==> src/rtl/layer1_param_sched_pkg.sv <==
// Shared types and constants for the layer-1 parameter fetch scheduler:
// word tags, FSM state encoding and burst-size derivations.
package layer1_sched_pkg;

  localparam logic [2:0] TAG_CW  = 3'b001;
  localparam logic [2:0] TAG_BNA = 3'b010;
  localparam logic [2:0] TAG_BNB = 3'b100;

  typedef enum logic [1:0] {
    IDLE = 2'd0,
    REQ  = 2'd1,
    DATA = 2'd2
  } sched_state_e;

  // One word carries three weights of one thread, so a group is len_w^2 words per thread.
  function automatic int cw_words(input int len_w, input int thread);
    return len_w * len_w * thread;
  endfunction

  function automatic int groups(input int channel, input int thread);
    return channel / thread;
  endfunction

  function automatic int bn_words();
    return 2;
  endfunction

endpackage

==> src/rtl/layer1_param_sched_rr_arb2.sv <==
// Two-requester round-robin arbiter; the requester not granted last wins a tie.
// After reset requester 0 has priority.
module rr_arb2 (
  input  logic       clk,
  input  logic       rst_n,
  input  logic [1:0] req,
  input  logic       en,
  output logic [1:0] gnt
);

  logic last_1;

  // NOTE: combinational blocks assign every output a default first so no latch is inferred.
  always_comb begin
    gnt = 2'b00;
    if (req[0] && (!req[1] || last_1)) gnt = 2'b01;
    else if (req[1])                   gnt = 2'b10;
  end

  // NOTE: clocked state uses non-blocking assignments so all registers update together.
  always_ff @(posedge clk) begin
    if (!rst_n)               last_1 <= 1'b1;
    else if (en && (|req))    last_1 <= gnt[1];
  end

endmodule

==> src/rtl/layer1_param_sched.sv <==
// Parameter fetch scheduler sharing one read port between conv weight groups and BN
// coefficient pairs. Define PARAM_PREFETCH_EN to auto-fetch conv group 0 each frame.
module layer1_param_sched
  import layer1_sched_pkg::*;
#(
  parameter int WIDTH_P  = 60,
  parameter int WIDTH_AD = 24,
  parameter int THREAD   = 2,
  parameter int CHANNEL  = 64,
  parameter int LEN_W    = 7,
  parameter int CW_BASE  = 0,
  parameter int BN_BASE  = 4096
) (
  input  logic                i_sclk,
  input  logic                i_rstn,
  input  logic                i_vsync,
  input  logic                i_conv_req,
  input  logic                i_bn_req,
  output logic                o_rd_req,
  input  logic                i_rd_ack,
  output logic [WIDTH_AD-1:0] o_rd_addr,
  output logic [7:0]          o_rd_len,
  input  logic                i_rd_valid,
  input  logic [WIDTH_P-1:0]  i_rd_data,
  output logic [2:0]          o_param_vld,
  output logic [WIDTH_P-1:0]  o_param,
  output logic                o_busy,
  output logic                o_err
);

  localparam int CW_WORDS = cw_words(LEN_W, THREAD);
  localparam int GROUPS   = groups(CHANNEL, THREAD);
  localparam int BN_WORDS = bn_words();
  localparam int IDX_W    = 16;

  sched_state_e     state;
  logic             cw_pend, bn_pend;
  logic             gnt_bn;    // granted requester of the burst in REQ/DATA
  logic             no_inc;    // vsync hit this burst: finish it but keep the rewound index
  logic             armed;     // stray beats only count as errors after a grant
  logic [IDX_W-1:0] cw_idx, bn_idx;
  logic [7:0]       beat_cnt;

  logic             beat, last_beat, cw_done, bn_done, ack_now;
  logic             consume, cw_err, bn_err, stray, cw_set, bn_set, arb_en;
  logic [1:0]       arb_gnt;
  logic [WIDTH_AD-1:0] cw_addr, bn_addr;

`ifdef PARAM_PREFETCH_EN
  logic pf_due, skip_first;
  assign consume = i_conv_req && (skip_first || i_vsync);
`else
  assign consume = 1'b0;
`endif

  always_comb begin
    beat      = (state == DATA) && i_rd_valid;
    last_beat = beat && (beat_cnt == 8'd0);
    cw_done   = last_beat && !gnt_bn;
    bn_done   = last_beat && gnt_bn;
    ack_now   = (state == REQ) && i_rd_ack;
    // A pulse is dropped if its flag is still pending or its own burst is still running.
    cw_err    = i_conv_req && !consume &&
                ((cw_pend && !i_vsync) || ((state != IDLE) && !gnt_bn && !cw_done));
    bn_err    = i_bn_req &&
                ((bn_pend && !i_vsync) || ((state != IDLE) && gnt_bn && !bn_done));
    cw_set    = i_conv_req && !consume && !cw_err;
    bn_set    = i_bn_req && !bn_err;
    stray     = i_rd_valid && (state != DATA) && armed;
    arb_en    = (state == IDLE) && !i_vsync && (cw_pend || cw_set || bn_pend || bn_set);
    cw_addr   = WIDTH_AD'(CW_BASE) + WIDTH_AD'(cw_idx) * WIDTH_AD'(CW_WORDS);
    bn_addr   = WIDTH_AD'(BN_BASE) + WIDTH_AD'(bn_idx) * WIDTH_AD'(BN_WORDS);
  end

  rr_arb2 u_arb (
    .clk   (i_sclk),
    .rst_n (i_rstn),
    .req   ({bn_pend || bn_set, cw_pend || cw_set}),
    .en    (arb_en),
    .gnt   (arb_gnt)
  );

  assign o_busy = (state != IDLE);

  always_ff @(posedge i_sclk) begin
    if (!i_rstn) begin
      state       <= IDLE;
      cw_pend     <= 1'b0;
      bn_pend     <= 1'b0;
      gnt_bn      <= 1'b0;
      no_inc      <= 1'b0;
      armed       <= 1'b0;
      cw_idx      <= '0;
      bn_idx      <= '0;
      beat_cnt    <= '0;
      o_rd_req    <= 1'b0;
      o_rd_addr   <= '0;
      o_rd_len    <= '0;
      o_param_vld <= '0;
      o_param     <= '0;
      o_err       <= 1'b0;
`ifdef PARAM_PREFETCH_EN
      pf_due      <= 1'b1;
      skip_first  <= 1'b1;
`endif
    end else begin
      o_param_vld <= '0;
      if (cw_err || bn_err || stray) o_err <= 1'b1;

      if (i_vsync) begin
        cw_pend <= cw_set;
        bn_pend <= bn_set;
      end else begin
        cw_pend <= (cw_pend && !(ack_now && !gnt_bn)) || cw_set;
        bn_pend <= (bn_pend && !(ack_now &&  gnt_bn)) || bn_set;
      end

`ifdef PARAM_PREFETCH_EN
      pf_due <= 1'b0;
      if (pf_due || i_vsync) cw_pend <= 1'b1;
      if (i_vsync)           skip_first <= !i_conv_req;
      else if (i_conv_req)   skip_first <= 1'b0;
`endif

      if (i_vsync) begin
        cw_idx <= '0;
        bn_idx <= '0;
      end else if (last_beat && !no_inc) begin
        if (gnt_bn) bn_idx <= (bn_idx == IDX_W'(CHANNEL - 1)) ? '0 : bn_idx + 1'b1;
        else        cw_idx <= (cw_idx == IDX_W'(GROUPS - 1))  ? '0 : cw_idx + 1'b1;
      end

      if (arb_en)                          no_inc <= 1'b0;
      else if (i_vsync && state != IDLE)   no_inc <= 1'b1;

      case (state)
        IDLE: begin
          if (arb_en) begin
            gnt_bn    <= arb_gnt[1];
            armed     <= 1'b1;
            o_rd_req  <= 1'b1;
            o_rd_addr <= arb_gnt[0] ? cw_addr : bn_addr;
            o_rd_len  <= arb_gnt[0] ? 8'(CW_WORDS - 1) : 8'(BN_WORDS - 1);
            state     <= REQ;
          end
        end
        REQ: begin
          if (i_rd_ack) begin
            o_rd_req <= 1'b0;
            beat_cnt <= o_rd_len;
            state    <= DATA;
          end
        end
        DATA: begin
          if (beat) begin
            o_param     <= i_rd_data;
            // BN pair counts down 1 -> 0, so the first beat is the a coefficient.
            o_param_vld <= !gnt_bn ? TAG_CW : ((beat_cnt == 8'd0) ? TAG_BNB : TAG_BNA);
            beat_cnt    <= beat_cnt - 8'd1;
            if (beat_cnt == 8'd0) state <= IDLE;
          end
        end
        default: state <= IDLE;
      endcase
    end
  end

endmodule
==> config.mk <==
export PLATFORM = sky130hd
export DESIGN_NAME = layer1_param_sched
export DESIGN_NICKNAME = d
export VERILOG_FILES = /design/src/rtl/layer1_param_sched_pkg.sv /design/src/rtl/layer1_param_sched_rr_arb2.sv /design/src/rtl/layer1_param_sched.sv
export SDC_FILE = /design/constraint.sdc
export NUM_CORES = 1
export LEC_CHECK = 0
export ABC_AREA = 1
export CAP_MARGIN = 10
export CORE_ASPECT_RATIO = 0.75
export CORE_MARGIN = 5
export CORE_UTILIZATION = 55
export DETAILED_ROUTE_END_ITERATION = 6
export PLACE_DENSITY_LB_ADDON = 0.25
export SETUP_SLACK_MARGIN = 0.4
export SLEW_MARGIN = 40
export SYNTH_ARGS = -nofsm -noshare
export SYNTH_HDL_FRONTEND = slang
export SYNTH_SLANG_ARGS = --single-unit
export TNS_END_PERCENT = 5
==> constraint.sdc <==
create_clock -name i_sclk -period 7.45 [get_ports i_sclk]
set_clock_uncertainty 0.2 [all_clocks]
set_input_delay 0.745 -clock i_sclk [delete_from_list [all_inputs] [get_ports i_sclk]]
set_output_delay 0.745 -clock i_sclk [all_outputs]
set_load 0.005 [all_outputs]
==> flow_summary.yaml <==
outcome:
  status: "complete, no violations"
place:
  numPortBuffers: 157
  dp_hpwl_mm: 15.93
  dpl_cell_area_mm2: 0.009329
  gp_congestion: 0.9493
die:
  coreArea_mm2: 0.01375
  die_h_um: 112.7
  num_rows: 37
  ioPinCount: 165
  die_w_um: 146.9
  die_area_mm2: 0.01656
  start_util: 0.5627
setup_path:
  cp-end-kind: "register"
  crit_path_start_kind: "register"
  path_common_cell: "nand2_1"
  path_cells: "inv_1, ha_1, fa_1, inv_1, ha_1, ha_1, nand2_1, nand2_1, nand2_1, nand3_1, nand2_1, nand2_1, nand2_1, nand2_1, nand3_1, nand2_1, nor2_1, nor2_1"
  critPathKind: "register to register"
  crit_path_max_incr_delay_ps: 550
  timing.rr.start: "cw_idx[5]"
  critPathLaunch: "cw_idx[5]"
  worstPathMaxFanout: 6
  crit_required_ps: 7570
  slowest_stage: "fa_1"
  cp_data_arrival_time_ps: 3590
timing:
  holdWs_ps: 252.1
  rsz0062_at_grt: "no"
  period_share: 0.4655
  fin_tns_setup_ps: 0
  drv_slew: 0
  finalHoldViolCount: 0
  setup_viol: 0
  fmax_mhz: 288.4
  min_period_ps: 3468
  relSlewSlack: 0.5092
  worst_slew_pin_slew_ps: 736.3
grt:
  grt_remaining_overflow: 0
  grt_max_degree: 75
  grt_pass1_wl_mm: 34.65
  grt_pass1_vias: 6852
  antenna_found_initial: 1
  track_usage: 0.2571
routing:
  num_vias: 7238
  antenna_left: 0
  first_pass_iters: 5
  drtIter0Drc: 684
  vias_per_cell: 5.241
  totalWireLength_mm: 21.47
  avgRoutedWirePerCell_um: 15.55
  drc: 0
layout:
  nets: 1337
  drive_gt1_frac: 0.05804
  antenna_cells: 0
  design_area_mm2: 0.009921
  syn_to_final_growth_pct: 28.24
  fin_util: 0.7215
synth:
  yosysSeqAreaShare: 0.3519
  yosysTopAreaCell: "dfxtp_1"
  synth.most_common_cell: "nor2_1"
  synthTopCellsByCount: "nor2_1 (201), nand2_1 (199), dfxtp_1 (136)"
  avgSynthCellArea_um2: 7.375
  ys.flop_type: "dfxtp_1"
  synth-async-reset-ratio: 0
  synth-seq-cells: 136
  synth_cell_types: 41
  synth_edf_count: 0
  syn_inst: 1049
  yosysWarnings: 0
  syn-cell-area_mm2: 0.007736
  synth_top_area_share: 0.3519
  ys_top_cells_by_area: "dfxtp_1 (35%), ha_1 (11%), nor2_1 (9.8%)"
clocking:
  clk_latency_ps: 430
  ctsResizeCount: 0
  cts_tree: "built"
  cts_sinks: 136
  cts_buffers: 17
  clock-root-buffer: "clkbuf_16"
  clk_pin_slew_ps: 60
  htree_levels: 4
  cts.path.max_buffers: 2
  cts_setup_buffers: 0
  postCtsHoldBufs: 0
flow_run:
  max-cap-violations: 0
min_path:
  min_from: "o_rd_addr[18]"
  holdCritPathClass: "register to register"
power_and_ir_drop:
  p_per_area_mw_per_mm2: 187.5
  vdd_ir_drop_max_mv: 0.1662
  total_leakage_power_nw: 4.658
per-stage QoR:
stage	worst slack [ps]	total power, mW	cells
after detailed placement	3851	1.020	1349
after global routing	3711	1.925	1381
final	3982	1.860	1381
after CTS	4015	1.869	1381
after global placement	3919	1.016	1349
after floorplan	4427	0.9197	1055
cell usage in the layout (no fill, tap or decap), types with 6 or more instances in the layout:
master | Yosys | final
conb_1 | 1 | 7
nand4_1 | 8 | 8
nor2_1 | 201 | 201
inv_1 | 107 | 107
inv_2 | 7 | 7
xnor2_1 | 6 | 6
fa_1 | 8 | 8
nor4_1 | 9 | 9
nand3_1 | 41 | 41
dfxtp_1 | 136 | 136
a21oi_1 | 40 | 40
nand2_1 | 199 | 199
clkdlybuf4s50_1 | 0 | 156
xor2_1 | 30 | 30
clkbuf_16 | 0 | 17
ha_1 | 69 | 69
o21ai_0 | 74 | 74
inv_6 | 0 | 6
nor3_1 | 18 | 18
registers in the layout (all words and copies together), names as in the netlist, 2 cells and up:
| signal | flops |
|---|---|
| o_param | 60 |
| o_rd_addr | 22 |
| bn_idx | 16 |
| cw_idx | 16 |
| beat_cnt | 8 |
| o_param_vld | 3 |
| o_rd_len | 2 |
| state | 2 |
power breakdown:
part           switching [mW]  total, mW  internal, mW
registers              0.0190      0.775         0.756
clock network           0.353      0.854         0.501
logic                   0.126      0.232         0.106
total                   0.497       1.86          1.36
cells by family (layout without fill, tap and decap cells):
group / after synthesis / in the layout / share of synthesized area
AOI/OAI and AO/OA: 138 / 138 / 0.09688
and+or+nand+nor: 506 / 506 / 0.2919
DFF: 136 / 136 / 0.3519
xor gates and xnor gates: 36 / 36 / 0.04076
buffers and inverters: 155 / 306 / 0.08572
other: 1 / 7 / 0.0004847
adders and majority gates: 77 / 77 / 0.1323
final cells by class:
cell class              count  area [µm²]
clock buffers              18       429.2
clock inverters            14       162.7
fillers                  1121        3829
inverters                 115       432.9
multi-input cells         764        4373
flip-flops and latches    136        2723
well taps                 175       219.0
repair buffers            159        1582
per-layer routing:
| layer | share of wire | global-route usage | vias up |
|---|---|---|---|
| met1 | 0.45 | 0.3466 | 3325 |
| met3 | 0.086 | 0.08367 | 29 |
| met4 | 0.016 | 0.06642 | 2 |
| met5 | 0.00075 | 0 | - |
| met2 | 0.44 | 0.4007 | 250 |
| li1 | - | - | 3632 |
worst max-delay path: cells and delay by family (launching register included):
family | cells | cell delay (ps)
flops | 1 | 490
buf+inv | 2 | 140
simple gates | 12 | 1030
fa+ha+maj | 4 | 1520
final timing paths:
kind | cells after the start | slack [ps] | endpoint
max reg2reg | 18 | 3980 | o_rd_addr[15]
min | 2 | 250 | o_rd_addr[18]
max | 18 | 3980 | o_rd_addr[15]
min reg2reg | 2 | 250 | o_rd_addr[18]
No activity file was read; power rests on OpenSTA's default activity.
